[config.mk]
export PLATFORM = sky130hd
export DESIGN_NAME = alarm_scheduler
export DESIGN_NICKNAME = d
export VERILOG_FILES = /design/src/rtl/alarm_pkg.sv /design/src/rtl/cycle_timer.sv /design/src/rtl/alarm_scheduler.sv
export SDC_FILE = /design/constraint.sdc
export NUM_CORES = 1
export LEC_CHECK = 0
export ABC_AREA = 1
export CELL_PAD_IN_SITES_DETAIL_PLACEMENT = 0
export CELL_PAD_IN_SITES_GLOBAL_PLACEMENT = 1
export CORE_MARGIN = 2
export CORE_UTILIZATION = 35
export DETAILED_ROUTE_END_ITERATION = 16
export DONT_BUFFER_PORTS = 1
export HOLD_SLACK_MARGIN = 0.15
export PLACE_DENSITY = 0.72
export SYNTH_ARGS = -nofsm -noshare
export SYNTH_HDL_FRONTEND = slang
export SYNTH_SLANG_ARGS = --single-unit
[constraint.sdc]
create_clock -name clk -period 1.95 [get_ports clk]
set_clock_uncertainty 0.05 [all_clocks]
set_input_delay 0.195 -clock clk [delete_from_list [all_inputs] [get_ports clk]]
set_output_delay 0.195 -clock clk [all_outputs]
set_load 0.05 [all_outputs]
[src/rtl/alarm_pkg.sv]
// rtl/alarm_pkg.sv - shared types and constants for the alarm scheduler
package alarm_pkg;

  typedef enum logic [1:0] {
    IDLE   = 2'd0,
    BEEP   = 2'd1,
    GAP    = 2'd2,
    SNOOZE = 2'd3
  } alarm_state_t;

  localparam int SRC_CLOCK = 0;
  localparam int SRC_TIMER = 1;

  function automatic int max3(input int a, input int b, input int c);
    int m;
    m = (a > b) ? a : b;
    return (m > c) ? m : c;
  endfunction

endpackage

[src/rtl/cycle_timer.sv]
// rtl/cycle_timer.sv - up-counter with synchronous clear and a done flag at len_i-1
module cycle_timer #(
  parameter int CW = 8
) (
  input  logic        clk,
  input  logic        reset_n,
  input  logic        clear_i,
  input  logic [CW:0] len_i,
  output logic        done_o
);

  logic [CW-1:0] cnt_q, cnt_d;

  // Holds at the last count instead of wrapping if the owner does not clear it.
  always_comb begin
    done_o = ({1'b0, cnt_q} == (len_i - (CW+1)'(1)));
    if (clear_i)     cnt_d = '0;
    else if (done_o) cnt_d = cnt_q;
    else             cnt_d = cnt_q + CW'(1);
  end

  always_ff @(posedge clk or negedge reset_n) begin
    if (!reset_n) cnt_q <= '0;
    else          cnt_q <= cnt_d;
  end

endmodule

[src/rtl/alarm_scheduler.sv]
// rtl/alarm_scheduler.sv - two-source alarm arbiter with beep/gap cadence, snooze and auto-timeout
// alarm_trigger feeds the enable of the external tone generator.
module alarm_scheduler #(
  parameter int BEEP_CYCLES   = 25_000_000,
  parameter int GAP_CYCLES    = 25_000_000,
  parameter int MAX_BEEPS     = 60,
  parameter int SNOOZE_CYCLES = 500_000_000
) (
  input  logic       clk,
  input  logic       reset_n,
  input  logic [1:0] req,
  input  logic       snooze,
  input  logic       dismiss,
  output logic       alarm_trigger,
  output logic [1:0] active_src,
  output logic       timeout
);
  import alarm_pkg::*;

  localparam int MAX_LEN = max3(BEEP_CYCLES, GAP_CYCLES, SNOOZE_CYCLES);
  localparam int CW      = (MAX_LEN > 1) ? $clog2(MAX_LEN) : 1;
  localparam int BW      = $clog2(MAX_BEEPS + 1);

  localparam logic [CW:0]   BEEP_LEN   = (CW+1)'(BEEP_CYCLES);
  localparam logic [CW:0]   GAP_LEN    = (CW+1)'(GAP_CYCLES);
  localparam logic [CW:0]   SNOOZE_LEN = (CW+1)'(SNOOZE_CYCLES);
  localparam logic [BW-1:0] LAST_BEEP  = BW'(MAX_BEEPS - 1);

  alarm_state_t  state_q, state_d;
  logic [1:0]    armed_q, armed_d;
  logic [1:0]    owner_q, owner_d;
  logic [BW-1:0] beeps_q, beeps_d;
  logic          timeout_q, timeout_d;

  logic [1:0]    grantable, disarm;
  logic          owner_req;
  logic          tmr_clear, tmr_done;
  logic [CW:0]   tmr_len;

  cycle_timer #(.CW(CW)) u_timer (
    .clk     (clk),
    .reset_n (reset_n),
    .clear_i (tmr_clear),
    .len_i   (tmr_len),
    .done_o  (tmr_done)
  );

  always_ff @(posedge clk or negedge reset_n) begin
    if (!reset_n) begin
      state_q   <= IDLE;
      armed_q   <= 2'b00;
      owner_q   <= 2'b00;
      beeps_q   <= '0;
      timeout_q <= 1'b0;
    end else begin
      state_q   <= state_d;
      armed_q   <= armed_d;
      owner_q   <= owner_d;
      beeps_q   <= beeps_d;
      timeout_q <= timeout_d;
    end
  end

  // Priority while active: dismiss, owner drop, snooze, then the cadence timer.
  always_comb begin
    state_d   = state_q;
    owner_d   = owner_q;
    beeps_d   = beeps_q;
    timeout_d = 1'b0;
    disarm    = 2'b00;
    grantable = req & armed_q;
    owner_req = |(req & owner_q);

    case (state_q)
      IDLE: begin
        if (|grantable) begin
          state_d = BEEP;
          owner_d = grantable[SRC_CLOCK] ? 2'(1 << SRC_CLOCK) : 2'(1 << SRC_TIMER);
          beeps_d = '0;
        end
      end
      default: begin
        if (dismiss) begin
          state_d = IDLE;
          disarm  = owner_q;
        end else if (!owner_req) begin
          state_d = IDLE;
        end else if (snooze && (state_q != SNOOZE)) begin
          state_d = SNOOZE;
        end else if (tmr_done) begin
          if (state_q == BEEP) begin
            beeps_d = beeps_q + BW'(1);
            if (beeps_q == LAST_BEEP) begin
              state_d   = IDLE;
              timeout_d = 1'b1;
              disarm    = owner_q;
            end else begin
              state_d = GAP;
            end
          end else begin
            state_d = BEEP;
          end
        end
      end
    endcase

    if (state_d == IDLE) owner_d = 2'b00;

    // A low request re-arms its source even in the cycle it is disarmed.
    armed_d   = (armed_q & ~disarm) | ~req;
    tmr_clear = (state_q == IDLE) || (state_d != state_q);

    case (state_q)
      GAP:     tmr_len = GAP_LEN;
      SNOOZE:  tmr_len = SNOOZE_LEN;
      default: tmr_len = BEEP_LEN;
    endcase
  end

  always_comb begin
    alarm_trigger = (state_q == BEEP);
    active_src    = owner_q;
    timeout       = timeout_q;
  end

endmodule

==> results of run 1 <==
[routing by layer]
layer  up-vias  wire [µm]
li1       1087          -
met1       999       2690
met2        45       2740
met5         -          0
met3         8        277
met4         0         65
[cells in the mapped netlist, types with 3 or more instances]
library cell	n	area share, %
nand2_1	74	11
dfrtp_1	42	43
nor2_4	12	5.6
xnor2_1	13	4.7
xor2_1	18	6.5
nor2_1	52	8.0
inv_1	35	5.4
nand3_1	23	4.7
nor3_1	9	1.9
nand4_1	5	1.3
o31ai_1	3	0.93
[per-stage QoR]
step	area, µm²	power, mW	util [%]
final	3440	3.02	50.9
after CTS	3350	2.96	49.5
after detailed placement	2830	1.87	41.9
after floorplan	2440	1.64	-
after global routing	3440	3.20	50.9
after global placement	2830	1.87	41.9
[flip-flops by register name, summed over array words and instances, names as in the netlist]
| name | cells |
|---|---|
| active_src | 2 |
| armed_q | 2 |
| timeout | 1 |
| beeps_q | 6 |
| state_q | 2 |
| u_timer.cnt_q | 29 |
[kinds of logic (layout without fill, tap and decap cells)]
family / after synthesis / after routing / share of synthesized area, %
flops: 42 / 42 / 43.3
xor+xnor: 31 / 31 / 11.2
simple gates: 182 / 182 / 35.0
compound gates: 8 / 8 / 2.21
fa+ha+maj: 2 / 2 / 1.03
buf+inv: 40 / 112 / 7.26
[area by class of cell]
cell class                 instances  area [µm²]  share of cell area [%]
clock buffer                       7        76.3                    2.22
multi-input combinational        223        1410                    40.9
clock inverter                     1        30.0                   0.872
timing repair buffer              68         641                    18.6
sequential                        42        1050                    30.6
tap                               80         100                    2.91
inverter                          36         135                    3.93
[power groups by stage]
stage	sequential, mW	combinational, mW	clock (mW)
floorplan	1.08	0.559	0
global placement	1.01	0.862	0
detailed placement	1.01	0.865	0
CTS	0.994	1.26	0.706
global route	1.00	1.46	0.736
finish	0.995	1.35	0.678
[repair_timing]
item                                   4_1_cts  5_1_grt
endpoints found under the hold margin       47        0
setup endpoints to repair                   34       37
pin swaps                                   13        6
resized for setup                           37       24
buffers inserted                            17        4
gates cloned                                 2        0
hold buffers                                 6        0
[tightest hold or removal path, delay by kind of cell]
kind             cells  cell delay (ps)
AO/OA/AOI/OAI        2              150
AND/OR/NAND/NOR      1              150
[layout by cell type (no fill, tap or decap), types with 2 or more instances in the layout]
| cell | instances |
|---|---|
| clkbuf_1 | 2 |
| buf_6 | 4 |
| dfrtp_2 | 2 |
| buf_16 | 2 |
| xor2_2 | 2 |
| dlygate4sd3_1 | 5 |
| nand4_1 | 5 |
| buf_4 | 53 |
| inv_1 | 33 |
| nor2_2 | 13 |
| buf_12 | 3 |
| nand2_1 | 59 |
| clkbuf_8 | 5 |
| nor2_4 | 18 |
| nor3_1 | 6 |
| xnor2_1 | 12 |
| o22ai_1 | 2 |
| inv_2 | 3 |
| nand3_4 | 2 |
| nor3_2 | 3 |
| nand2_2 | 12 |
| nand3_2 | 4 |
| dfrtp_1 | 40 |
| nand3_1 | 19 |
| nor2_1 | 35 |
| o31ai_1 | 3 |
| xor2_1 | 16 |
| nand2_4 | 4 |
[worst min-delay path by stage]
stage          startpoint  slack (ps)  cells past startpoint                            end
2_1_floorplan     reset_n        -150                      0      active_src[0]$_DFFE_PN0P_
3_3_place_gp      reset_n        -150                      0  u_timer.cnt_q[15]$_DFFE_PN0P_
3_5_place_dp      reset_n        -150                      0  u_timer.cnt_q[15]$_DFFE_PN0P_
4_1_cts           dismiss         180                      4         beeps_q[3]$_DFFE_PN0P_
5_1_grt           dismiss         230                      3         beeps_q[4]$_DFFE_PN0P_
6_report          dismiss         190                      3         beeps_q[5]$_DFFE_PN0P_
==> qor.txt, run 1 <==
CP Depth: 15
Syn Std Cell Area: 2430 µm²
Die area: 7620 µm²
CP top delay family: simple AND/OR/NAND/NOR gates
CTS clock-pin slew for the worst setup and hold paths: 80 ps
Placer Congestion: 0.833
Period Utilization, post-route: 102%
Post-route ant nets: 0
Buf/Inv on CP: 3
Critical-path cell list: ha_2 -> nand3_2 -> nor2_4 -> inv_2 -> nor2_4 -> nand2_2 -> nand2_2 -> nand3_2 -> nand2_4 -> nand2_4 -> nand2_4 -> nand3_4 -> buf_4 -> buf_16 -> nor2_4
Initial Util: 35.9%
Area growth syn-to-layout: 41.7%
Num rows: 30
Sw Share: 36.6%
Met3 Use GR: 3.79%
Layout cells sized above 1: 35.8%
Slew HR: 70.8%
Sequential share of power: 32.9%
DR iter-0 viols: 93
Total negative slack: -851 ps
Fillers: 648
Mapped Avg Cell Area: 7.96 µm²
Drt drc: 0
Failing checks: setup timing
Chip width: 87.3 µm
Initial antenna violation count: 0
I/O Pins: 10
Worst-case clock buffer depth: 2
Vias in the first global route: 2122
Clk Latency, worst-skew pair: 290 ps
Internal: 1.92 mW
Worst vdd ir: 0.674 mV
Hold Crit Class: primary input to flop
Reg2Reg Depth: 15
Met1 Use GR: 22.8%
Critical Path Fanout Max: 6
Psw: 1.11 mW
Final Max Slew Viols: 0
Slowest-stage cell, CP: dfrtp_1
Die span in y: 87.3 µm
Number of synthesized register bits: 42
Pwr Density: 878 nW/µm²
Min Hold Slack: 193 ps
First-pass GRT wire length: 9830 µm
Critical path endpoint category: flop
Kind of critical path: flop to flop
Critical Path Start Type: flop
Leak pwr: 1.53 nW
Top_reg_cell synth: dfrtp_1
Syn Nets: 313
CTS H-tree lvls: 2
EDFF count, synth: 0
Largest net degree at the start of global routing: 43
Yosys cell types: 25
Reg2reg end: u_timer.cnt_q[22]$_DFFE_PN0P_
Worst setup endpoint: u_timer.cnt_q[22]$_DFFE_PN0P_
TritonCTS clock tree: done
Met2 GRT Util: 26.0%
Run status: complete, but fails checks
Critical Path AT: 2170 ps
Worst-margin pin slew: 438 ps
Worst r2r src: u_timer.cnt_q[0]$_DFFE_PN0P_
ANT cells: 0
Comb pwr share: 44.6%
Core ar.: 6760 µm²
Vias after detailed routing: 2139
Total GRT Usage: 16.4%
Max Freq: 501 MHz
Port Buf Inserts: 0
Clock sinks: 42
Async set or reset register ratio after synthesis: 100%
DP Cell Count: 422
Non-Filler Instances: 457
WP data required: 2120 ps
Total CTS buffers: 5
Clock Power Share: 22.4%
Endpoints failing setup: 29
Fin crit period: 2000 ps
Seq/Total Area, Yosys: 43.3%
RSZ-0062 raised after global routing: yes
Total global routing overflow: 0
Dpl ws: -69.0 ps
Vias per cell: 4.68
DR WL/cell: 12.6 µm
Slowest stage delay, CP: 360 ps
Count of final hold-check violations: 0
Worst setup path start: u_timer.cnt_q[0]$_DFFE_PN0P_
Detail Placement HPWL: 3890 µm
TritonRoute pass-1 iters: 4
R2r setup slk: -50 ps
Root cell of the clock tree: clkbuf_8
Syn Inst Count: 305
Yosys warning count: 0
Worst setup margin: -47.5 ps
GRT busiest layer: met2
Final wirelength: 5780 µm
MaxCap Viol Count: 0
Nets: 384
No activity file was read; power rests on OpenSTA's default activity.
==> inputs of run 2 (changes only) <==
--- a/config.mk
+++ b/config.mk
@@ -6,7 +6,8 @@
 export NUM_CORES = 1
 export LEC_CHECK = 0
-export ABC_AREA = 1
+export ABC_AREA = 0
 export CELL_PAD_IN_SITES_DETAIL_PLACEMENT = 0
 export CELL_PAD_IN_SITES_GLOBAL_PLACEMENT = 1
+export CORE_ASPECT_RATIO = 1.4
 export CORE_MARGIN = 2
 export CORE_UTILIZATION = 35
@@ -14,5 +15,5 @@
 export DONT_BUFFER_PORTS = 1
 export HOLD_SLACK_MARGIN = 0.15
-export PLACE_DENSITY = 0.72
+export PLACE_DENSITY = 0.71
 export SYNTH_ARGS = -nofsm -noshare
 export SYNTH_HDL_FRONTEND = slang
==> constraint.sdc (replaced) <==
create_clock -name clk -period 1.95 [get_ports clk]
set_clock_uncertainty 0.05 [all_clocks]
set_input_delay 0.39 -clock clk [delete_from_list [all_inputs] [get_ports clk]]
set_output_delay 0.39 -clock clk [all_outputs]
set_load 0.05 [all_outputs]
==> qor.txt, run 2 <==
Core ar.: 6570 µm² (was 6760 µm²)
Critical path endpoint category: flop (unchanged)
Final Max Slew Viols: 0 (unchanged)
Die area: 7460 µm² (was 7620 µm²)
Nets: 343 (was 384)
Reg2Reg Depth: 7 (was 15)
Non-Filler Instances: 410 (was 457)
Slew HR: 70.4% (was 70.8%)
Syn Nets: 273 (was 313)
Final wirelength: 5920 µm (was 5780 µm)
Max FFs per register: 29 (unchanged)
Initial Util: 36.1% (was 35.9%)
MaxCap Viol Count: 0 (unchanged)
Reg2reg end: u_timer.cnt_q[28]$_DFFE_PN0P_ (was u_timer.cnt_q[22]$_DFFE_PN0P_)
Top_reg_cell synth: dfrtp_1 (unchanged)
Max Freq: 490 MHz (was 501 MHz)
CTS H-tree lvls: 2 (unchanged)
Count of final hold-check violations: 0 (unchanged)
Sw Share: 33.4% (was 36.6%)
Worst-margin pin slew: 445 ps (was 438 ps)
Port Buf Inserts: 0 (unchanged)
Placer Congestion: 0.841 (was 0.833)
EDFF count, synth: 0 (unchanged)
Period Utilization, post-route: 105% (was 102%)
Tot Pwr: 2.19 mW (was 3.02 mW)
Total global routing overflow: 0 (unchanged)
Final non-filler cell area: 3200 µm² (was 3440 µm²)
Psw: 0.733 mW (was 1.11 mW)
DR WL/cell: 14.4 µm (was 12.6 µm)
Critical-path cell list: and2_4 -> nand4_1 -> o32ai_4 -> buf_6 -> a211o_1 -> or4_1 -> nand2_1 (was ha_2 -> nand3_2 -> nor2_4 -> inv_2 -> nor2_4 -> nand2_2 -> nand2_2 -> nand3_2 -> nand2_4 -> nand2_4 -> nand2_4 -> nand3_4 -> buf_4 -> buf_16 -> nor2_4)
Chip width: 73.6 µm (was 87.3 µm)
Most frequent cells in the layout: 63 x buf_4, 40 x dfrtp_1, 30 x nor2_1 (was 59 x nand2_1, 53 x buf_4, 40 x dfrtp_1)
Syn Std Cell Area: 2370 µm² (was 2430 µm²)
R2r setup slk: -90 ps (was -50 ps)
Top post-synthesis cells by area: dfrtp_1 44%, nand2_1 4.7%, nor2_1 4.7% (was dfrtp_1 43%, nand2_1 11%, nor2_1 8.0%)
TritonRoute pass-1 iters: 4 (unchanged)
Mapped Avg Cell Area: 8.95 µm² (was 7.96 µm²)
Fin crit period: 2040 ps (was 2000 ps)
Detail Placement HPWL: 4250 µm (was 3890 µm)
Slowest stage delay, CP: 530 ps (was 360 ps)
CP top delay family: simple AND/OR/NAND/NOR gates (unchanged)
Total CTS buffers: 5 (unchanged)
Worst setup endpoint: u_timer.cnt_q[28]$_DFFE_PN0P_ (was u_timer.cnt_q[22]$_DFFE_PN0P_)
DR iter-0 viols: 72 (was 93)
Kind of critical path: flop to flop (unchanged)
Slowest-stage cell, CP: or4_1 (was dfrtp_1)
Worst r2r src: state_q[1]$_DFF_PN0_ (was u_timer.cnt_q[0]$_DFFE_PN0P_)
Most frequent cells after synthesis: 42 x dfrtp_1, 30 x nand2_1, 30 x nor2_1 (was 74 x nand2_1, 52 x nor2_1, 42 x dfrtp_1)
Async set or reset register ratio after synthesis: 100% (unchanged)
Dpl ws: -314 ps (was -69.0 ps)
Fillers: 615 (was 648)
Most frequent cell after synthesis: dfrtp_1 (was nand2_1)
Number of synthesized register bits: 42 (unchanged)
Clock sinks: 42 (unchanged)
Internal: 1.46 mW (was 1.92 mW)
Yosys top cell by area: dfrtp_1 (unchanged)
Sequential share of power: 43.6% (was 32.9%)
Vias in the first global route: 2257 (was 2122)
Clock Power Share: 27.6% (was 22.4%)
Run status: complete, but fails checks (unchanged)
Hold Crit Class: primary input to flop (unchanged)
Largest registers: u_timer.cnt_q x29, beeps_q x6 (unchanged)
Failing checks: setup timing (unchanged)
RSZ-0062 raised after global routing: yes (unchanged)
Layout cells sized above 1: 30.1% (was 35.8%)
WP data required: 2150 ps (was 2120 ps)
Worst setup margin: -92.9 ps (was -47.5 ps)
I/O Pins: 10 (unchanged)
Worst setup path start: state_q[1]$_DFF_PN0_ (was u_timer.cnt_q[0]$_DFFE_PN0P_)
Area after DPL: 2890 µm² (was 2830 µm²)
Vias per cell: 5.28 (was 4.68)
Critical Path AT: 2240 ps (was 2170 ps)
Root cell of the clock tree: clkbuf_8 (unchanged)
Buf/Inv on CP: 1 (was 3)
Commonest non-fill, non-tap cell in the layout: buf_4 (was nand2_1)
Largest net degree at the start of global routing: 43 (unchanged)
Endpoints failing setup: 25 (was 29)
Yosys warning count: 0 (unchanged)
Initial antenna violation count: 0 (unchanged)
First-pass GRT wire length: 9940 µm (was 9830 µm)
Die span in y: 101 µm (was 87.3 µm)
Total GRT Usage: 17.0% (was 16.4%)
Syn Inst Count: 265 (was 305)
Drt drc: 0 (unchanged)
Seq/Total Area, Yosys: 44.3% (was 43.3%)
Yosys cell types: 45 (was 25)
ANT cells: 0 (unchanged)
Top reg by flops: u_timer.cnt_q (unchanged)
Comb pwr share: 28.8% (was 44.6%)
Final Util: 48.7% (was 50.9%)
Post-route ant nets: 0 (unchanged)
Critical Path Fanout Max: 4 (was 6)
TritonCTS clock tree: done (unchanged)
Critical Path Start Type: flop (unchanged)
Leak pwr: 1.38 nW (was 1.53 nW)
Top-area cell type share of the netlist area: 44.3% (was 43.3%)
CP Depth: 7 (was 15)
Area growth syn-to-layout: 34.9% (was 41.7%)
Num rows: 35 (was 30)
Worst-case clock buffer depth: 2 (unchanged)
Pwr Density: 685 nW/µm² (was 878 nW/µm²)
Worst vdd ir: 0.321 mV (was 0.674 mV)
DP Cell Count: 385 (was 422)
CTS clock-pin slew for the worst setup and hold paths: 90 ps (was 80 ps)
Clk Latency, worst-skew pair: 300 ps (was 290 ps)
Vias after detailed routing: 2165 (was 2139)
[run 2: cells by family (layout without fill, tap and decap cells)]
family	Yosys count	after routing	share of synthesized area, %
adder cells (fa/ha/maj)	2	2	1.06
multiplexers	4	4	1.74
XOR/XNOR	20	20	7.39
AND/OR/NAND/NOR	128	128	27.5
flip-flops	42	42	44.3
AO/OA/AOI/OAI	54	54	14.9
buffers and inverters	15	86	3.06
[run 2: repair_timing]
| action | in CTS | in global routing |
|---|---|---|
| endpoints found under the hold margin | 44 | 0 |
| resized for setup | 15 | 10 |
| hold buffers | 4 | 0 |
| endpoints found under the setup margin | 42 | 42 |
| pin swaps | 10 | 12 |
| setup buffers | 7 | 6 |
[run 2: power groups by stage]
stage	clock, mW	sequential [mW]	combinational, mW
global placement	0	0.970	0.581
CTS	0.626	0.957	0.631
global route	0.667	0.963	0.691
finish	0.604	0.957	0.632
detailed placement	0	0.971	0.585
floorplan	0	1.02	0.340
[run 2: worst min path at each step]
stage / startpoint / to / slack, ps / cells past startpoint
2_1_floorplan: reset_n / active_src[0]$_DFFE_PN0P_ / 40 / 0
3_3_place_gp: reset_n / u_timer.cnt_q[3]$_DFFE_PN0P_ / 50 / 0
3_5_place_dp: reset_n / u_timer.cnt_q[3]$_DFFE_PN0P_ / 50 / 0
4_1_cts: req[1] / active_src[1]$_DFFE_PN0P_ / 180 / 2
5_1_grt: req[1] / active_src[1]$_DFFE_PN0P_ / 190 / 2
6_report: req[1] / active_src[1]$_DFFE_PN0P_ / 200 / 2
[run 2: per-stage QoR]
stage / hold slack, ps / TNS, ps
after floorplan: 44.4 / -24.2
after global placement: 45.6 / -11060
after detailed placement: 45.3 / -9600
after CTS: 183 / -573
after global routing: 190 / -4150
final: 198 / -752
[run 2: cell type report]
class                      instances  area (µm²)  area share, %
clock buffer                       6        82.6           2.58
clock inverter                     2        12.5          0.391
multi-input combinational        208        1320           41.1
inverter                           4        15.0          0.469
sequential                        42        1050           32.9
tap                               74        92.6           2.89
timing repair buffer              74         627           19.6
[run 2: metal layers]
metal	global-route usage, %	routed length [µm]	vias up
met1	19.3	2550	1021
met3	2.39	132	16
met2	30.6	3060	31
met5	0	0	-
li1	-	-	1097
met4	7.97	181	0
